File: config.mk
export PLATFORM = sky130hd
export DESIGN_NAME = lsu
export DESIGN_NICKNAME = d
export VERILOG_FILES = /design/src/rtl/lsu.sv
export SDC_FILE = /design/constraint.sdc
export NUM_CORES = 1
export LEC_CHECK = 0
export CORE_ASPECT_RATIO = 1.1
export CORE_MARGIN = 5
export CORE_UTILIZATION = 54
export CTS_CLUSTER_DIAMETER = 100
export DETAILED_ROUTE_END_ITERATION = 16
export PLACE_DENSITY = 0.81
export SYNTH_ARGS = -nofsm -noshare
export SYNTH_HDL_FRONTEND = slang
export SYNTH_SLANG_ARGS = --single-unit
File: constraint.sdc
create_clock -name I_clk -period 4.5 [get_ports I_clk]
set_input_delay 1.125 -clock I_clk [delete_from_list [all_inputs] [get_ports I_clk]]
set_output_delay 1.125 -clock I_clk [all_outputs]
set_load 0.03 [all_outputs]
File: src/rtl/lsu.sv
// rtl/lsu.sv - load/store unit turning byte/half/word requests into word-aligned memory accesses
//
// Accepts one load or store at a time (RISC-V funct3 size/sign encoding) and
// issues one or two word-aligned accesses on the data-memory port, splitting
// accesses that straddle a word boundary. Load data is realigned and sign- or
// zero-extended before it is returned. Every output comes straight from a flop.
//
// Ports:
//   I_clk, I_rst          clock, synchronous active-high reset
//   I_req/I_we/I_funct3   request valid, store select, size/sign code
//   I_addr, I_wdata       byte address, right-justified store data
//   O_busy, O_done, O_err request in flight, completion pulse, illegal funct3
//   O_rdata               extended load result, held until the next O_done
//   O_maddr/O_mdata       word address and lane-aligned store data to memory
//   O_mmask, O_mwe        byte-lane enables and write enable to memory
//   I_mdata, I_mstall     registered read data and stall from memory
module lsu (
  input  logic        I_clk,
  input  logic        I_rst,
  input  logic        I_req,
  input  logic        I_we,
  input  logic [2:0]  I_funct3,
  input  logic [31:0] I_addr,
  input  logic [31:0] I_wdata,
  output logic        O_busy,
  output logic        O_done,
  output logic        O_err,
  output logic [31:0] O_rdata,
  output logic [31:0] O_maddr,
  output logic [31:0] O_mdata,
  output logic [3:0]  O_mmask,
  output logic        O_mwe,
  input  logic [31:0] I_mdata,
  input  logic        I_mstall
);

  typedef enum logic [2:0] {
    ST_IDLE,
    ST_ACC1,
    ST_CAP1,
    ST_ACC2,
    ST_CAP2,
    ST_DONE
  } state_t;

  state_t state_q, state_d;

  // latched request
  logic        we_q, we_d;
  logic [2:0]  funct3_q, funct3_d;
  logic [31:0] addr_q, addr_d;
  logic [31:0] wdata_q, wdata_d;
  logic        ill_q, ill_d;

  // captured read words; only the low three bytes of the second word can
  // ever reach the result
  logic [31:0] lo_q, lo_d;
  logic [23:0] hi_q, hi_d;

  // output registers
  logic        busy_q, busy_d;
  logic        done_q, done_d;
  logic        err_q, err_d;
  logic [31:0] rdata_q, rdata_d;
  logic [31:0] maddr_q, maddr_d;
  logic [31:0] mdata_q, mdata_d;
  logic [3:0]  mmask_q, mmask_d;
  logic        mwe_q, mwe_d;

  // request-derived helpers
  logic [1:0]  off;
  logic [7:0]  span_base;
  logic [7:0]  span;
  logic        split;
  logic [31:0] word_base;
  logic [31:0] rot_wdata;
  logic [31:0] shifted;
  logic [31:0] ext;

  function automatic logic is_illegal(input logic [2:0] f3, input logic we);
    return (f3 == 3'b011) || (f3 == 3'b110) || (f3 == 3'b111) || (we && f3[2]);
  endfunction

  always_comb begin
    we_d     = we_q;
    funct3_d = funct3_q;
    addr_d   = addr_q;
    wdata_d  = wdata_q;
    ill_d    = ill_q;
    if (state_q == ST_IDLE && I_req) begin
      we_d     = I_we;
      funct3_d = I_funct3;
      addr_d   = I_addr;
      wdata_d  = I_wdata;
      ill_d    = is_illegal(I_funct3, I_we);
    end
  end

  // span holds the byte enables of both words: [3:0] first word, [7:4] second
  always_comb begin
    off = addr_d[1:0];
    case (funct3_d[1:0])
      2'b00:   span_base = 8'h01;
      2'b01:   span_base = 8'h03;
      default: span_base = 8'h0F;
    endcase
    span      = span_base << off;
    split     = |span[7:4];
    word_base = {addr_d[31:2], 2'b00};
    case (off)
      2'd0:    rot_wdata = wdata_d;
      2'd1:    rot_wdata = {wdata_d[23:0], wdata_d[31:24]};
      2'd2:    rot_wdata = {wdata_d[15:0], wdata_d[31:16]};
      default: rot_wdata = {wdata_d[7:0],  wdata_d[31:8]};
    endcase
  end

  always_comb begin
    lo_d = lo_q;
    hi_d = hi_q;
    if (state_q == ST_CAP1) lo_d = I_mdata;
    if (state_q == ST_CAP2) hi_d = I_mdata[23:0];
  end

  // result uses the capture values of this cycle so DONE can present it
  always_comb begin
    case (off)
      2'd0:    shifted = lo_d;
      2'd1:    shifted = {hi_d[7:0],  lo_d[31:8]};
      2'd2:    shifted = {hi_d[15:0], lo_d[31:16]};
      default: shifted = {hi_d[23:0], lo_d[31:24]};
    endcase
    case (funct3_d)
      3'b000:  ext = {{24{shifted[7]}}, shifted[7:0]};
      3'b001:  ext = {{16{shifted[15]}}, shifted[15:0]};
      3'b100:  ext = {24'h0, shifted[7:0]};
      3'b101:  ext = {16'h0, shifted[15:0]};
      default: ext = shifted;
    endcase
  end

  always_comb begin
    state_d = state_q;
    case (state_q)
      ST_IDLE: begin
        if (I_req) state_d = is_illegal(I_funct3, I_we) ? ST_DONE : ST_ACC1;
      end
      ST_ACC1: begin
        if (!I_mstall) begin
          if (!we_q)      state_d = ST_CAP1;
          else if (split) state_d = ST_ACC2;
          else            state_d = ST_DONE;
        end
      end
      ST_CAP1: state_d = split ? ST_ACC2 : ST_DONE;
      ST_ACC2: begin
        if (!I_mstall) state_d = we_q ? ST_DONE : ST_CAP2;
      end
      ST_CAP2: state_d = ST_DONE;
      ST_DONE: state_d = ST_IDLE;
      default: state_d = ST_IDLE;
    endcase
  end

  // Outputs are decoded from the next state so the registered values line up
  // with the state they belong to; address, mask and data hold outside ACC.
  always_comb begin
    busy_d  = (state_d != ST_IDLE);
    done_d  = (state_d == ST_DONE);
    err_d   = (state_d == ST_DONE) && ill_d;
    rdata_d = rdata_q;
    maddr_d = maddr_q;
    mdata_d = mdata_q;
    mmask_d = mmask_q;
    mwe_d   = 1'b0;
    case (state_d)
      ST_ACC1: begin
        maddr_d = word_base;
        mmask_d = span[3:0];
        mdata_d = rot_wdata;
        mwe_d   = we_d;
      end
      ST_ACC2: begin
        maddr_d = word_base + 32'd4;
        mmask_d = span[7:4];
        mdata_d = rot_wdata;
        mwe_d   = we_d;
      end
      ST_DONE: begin
        if (!we_d && !ill_d) rdata_d = ext;
      end
      default: ;
    endcase
  end

  always_ff @(posedge I_clk) begin
    if (I_rst) begin
      state_q  <= ST_IDLE;
      we_q     <= 1'b0;
      funct3_q <= 3'b000;
      addr_q   <= 32'h0;
      wdata_q  <= 32'h0;
      ill_q    <= 1'b0;
      lo_q     <= 32'h0;
      hi_q     <= 24'h0;
      busy_q   <= 1'b0;
      done_q   <= 1'b0;
      err_q    <= 1'b0;
      rdata_q  <= 32'h0;
      maddr_q  <= 32'h0;
      mdata_q  <= 32'h0;
      mmask_q  <= 4'h0;
      mwe_q    <= 1'b0;
    end else begin
      state_q  <= state_d;
      we_q     <= we_d;
      funct3_q <= funct3_d;
      addr_q   <= addr_d;
      wdata_q  <= wdata_d;
      ill_q    <= ill_d;
      lo_q     <= lo_d;
      hi_q     <= hi_d;
      busy_q   <= busy_d;
      done_q   <= done_d;
      err_q    <= err_d;
      rdata_q  <= rdata_d;
      maddr_q  <= maddr_d;
      mdata_q  <= mdata_d;
      mmask_q  <= mmask_d;
      mwe_q    <= mwe_d;
    end
  end

  assign O_busy  = busy_q;
  assign O_done  = done_q;
  assign O_err   = err_q;
  assign O_rdata = rdata_q;
  assign O_maddr = maddr_q;
  assign O_mdata = mdata_q;
  assign O_mmask = mmask_q;
  assign O_mwe   = mwe_q;

endmodule

==> impl_metrics.tcl <==
set metrics [dict create \
    die_x_um 152 \
    slew-limit-headroom 0.205 \
    drive_gt1_frac 0.0713 \
    ir_worst_vdd_mv 0.334 \
    total_power_mw 7.27 \
    core_area_sq_um 21900 \
    dp_slack_ns 0.292 \
    p_clk_frac 0.269 \
    drc 0 \
    cts_tree "built" \
    cts_buffers 23 \
    fmax_mhz 269 \
    clkTransAtPathRegs_ns 0.06 \
    dieArea_sq_um 25100 \
    netlist.area_leader.share 0.386 \
    grt_max_degree 112 \
    required_ns 4.90 \
    power_frac_comb 0.377 \
    ys_types 75 \
    io_buffer_count 205 \
    yosys_register_bits 230 \
    drv_cap 0 \
    ys_seq_area_frac 0.386 \
    crit_path_end_kind "flop" \
    htreeDepth 1 \
    initial_utilization 0.544 \
    design.portCount 208 \
    wl_per_cell_um 19.1 \
    cts_buffer_depth 3 \
    synth_ff_type "dfxtp_1" \
    cts-root-buf "clkbuf_16" \
    die_h_um 166 \
    ctsResizeCount 0 \
    first_global_vias 10996 \
    cts_num_sinks 230 \
    swShare 0.373 \
    overflow 0 \
    drv_slew 0 \
    outcome "complete, no violations" \
    syn_area_sq_um 11900 \
    criticalPathCategory "input port to flop" \
    holdWs_ns 0.453 \
    p_int_mw 4.56 \
    power.density_nw_per_um2 487 \
    fp-row-count 57 \
    cp_max_fo 20 \
    postRouteAntennaNets 0 \
    synthTopCellsByArea "dfxtp_1 39%, mux2i_1 9.2%, nand2_1 7.9%" \
    dp.final_hpwl_mm 25.9 \
    cts_setup_buffers 0 \
    hold_class "flop to flop" \
    seq_area_sq_um 4610 \
    critPathArrivalTime_ns 4.13 \
    cts_hold_buffers 0 \
    num-fill-cells 1801 \
    fin_tns_setup_ns 0 \
    yosys_warnings 0 \
    viasPerCell 6.12 \
    grt_pass1_wl_mm 58.4 \
    power_switching_mw 2.72 \
    gp_congestion 0.945 \
    hold_viol 0 \
    routed-via-count 11766 \
    multiInputGateArea_sq_um 6790 \
    fin_crit_ns 3.72 \
    worstSetupStartpointType "input port" \
    synth_edf_count 0 \
    dr.pass1.iters 7 \
    worst_slack_ns 0.777 \
    layout.nets 1715 \
    fin_worst_skew_ns 0.00922 \
    yosys.area.top_type "dfxtp_1" \
    drt_iter0_drc 1036 \
    synth_cells 1472 \
    areaGrowthSynthToFinish_pct 25.2 \
    clkLatencyLatePin_ns 0.51 \
    track_usage 0.280 \
    fin_crit_sh 0.827 \
    antenna_found_initial 1 \
    grt_setup_unrepaired "no" \
    avgSynthCellArea_sq_um 8.10 \
    finalSetupViolations 0 \
    ys_async_sr_fraction 0 \
    worst_pin_slew_ns 1.18 \
    power_leakage_nw 5.16 \
    p_seq_frac 0.354 \
    drt_wl_total_mm 36.7 \
]
logic make-up after synthesis:
family / synth area share
xor gates and xnor gates: 0.00367
DFF: 0.386
adders and majority gates: 0.00105
muxes: 0.128
AOI/OAI and AO/OA: 0.196
and+or+nand+nor: 0.236
other: 0.000315
buffers and inverters: 0.0488
layout by cell type (no fill, tap or decap), types with 6 or more instances in the layout:
master	instances
a211oi_1	43
mux2_2	8
clkdlybuf4s50_1	203
nor3_1	19
a31oi_1	6
mux2i_1	107
nor4_1	12
or3_1	10
dfxtp_1	229
o311ai_0	9
nand3_1	53
nand4_1	14
nand2b_1	13
clkbuf_16	23
a221oi_1	23
o21ai_0	30
a21oi_1	118
and3_1	6
clkbuf_1	6
clkbuf_8	6
nor2_1	170
inv_1	12
a311oi_1	57
nand2_1	252
mux4_2	14
o211ai_1	7
nand3b_1	10
nor2b_1	34
buf_4	37
stage by stage:
| stage | cells | area [sq um] | utilization |
|---|---|---|---|
| 2_1_floorplan | 1473 | 11900 | - |
| 3_3_place_gp | 1880 | 14200 | 0.647 |
| 3_5_place_dp | 1880 | 14200 | 0.647 |
| 4_1_cts | 1921 | 14900 | 0.682 |
| 5_1_grt | 1922 | 14900 | 0.682 |
| 6_report | 1922 | 14900 | 0.682 |
cell usage after synthesis, types with 13 or more instances:
cell	n
a311oi_1	57
buf_1	16
nor2b_1	34
buf_2	18
nand3_1	53
nor2_1	171
mux4_2	14
nand2b_1	13
o21ai_0	30
dfxtp_1	230
nand4_1	14
clkbuf_1	92
nor3_1	19
nand2_1	252
a211oi_1	43
a221oi_1	23
a21oi_1	118
mux2i_1	110
worst max-delay path, stage by stage:
cell and delay (ns):
clkdlybuf4s50_1 0.53, or4b_4 0.67, buf_4 0.26, nor4_2 0.47
o22ai_1 0.17, nor4_1 0.41, a2111oi_0 0.18, a211o_1 0.30
sequential cells by signal, indices dropped and copies added, names as in the netlist:
| signal | count |
|---|---|
| O_done | 1 |
| addr_q | 32 |
| O_mdata | 32 |
| state_q | 3 |
| we_q | 1 |
| O_mwe | 1 |
| ill_q | 1 |
| O_rdata | 32 |
| O_err | 1 |
| O_maddr | 30 |
| wdata_q | 32 |
| funct3_q | 3 |
| O_mmask | 4 |
| lo_q | 32 |
| O_busy | 1 |
| hi_q | 24 |
power by group through the flow:
stage	sequential (mW)	clock, mW	combinational, mW
final	2.58	1.96	2.74
after global routing	2.61	2.06	2.95
after CTS	2.57	1.98	2.72
after detailed placement	2.61	0	2.71
after global placement	2.61	0	2.66
after floorplan	2.95	0	1.38
worst paths after layout:
kind	slack [ns]	from	cells past startpoint	endpoint
max	0.78	I_req	8	O_maddr[31]
min	0.45	lo_q[1]	2	lo_q[1]
max reg2reg	1.16	state_q[1]	6	O_rdata[23]
min reg2reg	0.45	lo_q[1]	2	lo_q[1]
layer usage:
layer	share of wire	vias to the layer above	track usage	wire length, um
li1	-	5616	-	-
met1	0.42	5534	0.390	15500
met2	0.46	547	0.440	16800
met3	0.093	69	0.0590	3400
met4	0.027	0	0.0809	995
met5	0	-	0	0
layout make-up:
cell class | count | area share
multi-input cells | 1099 | 0.455
clock buffers | 35 | 0.0456
diodes | 1 | 0.000168
clock inverters | 6 | 0.00553
inverters | 13 | 0.00327
repair buffers | 243 | 0.157
flip-flops and latches | 230 | 0.309
well taps | 295 | 0.0247
(Power assumes the default switching activity.)
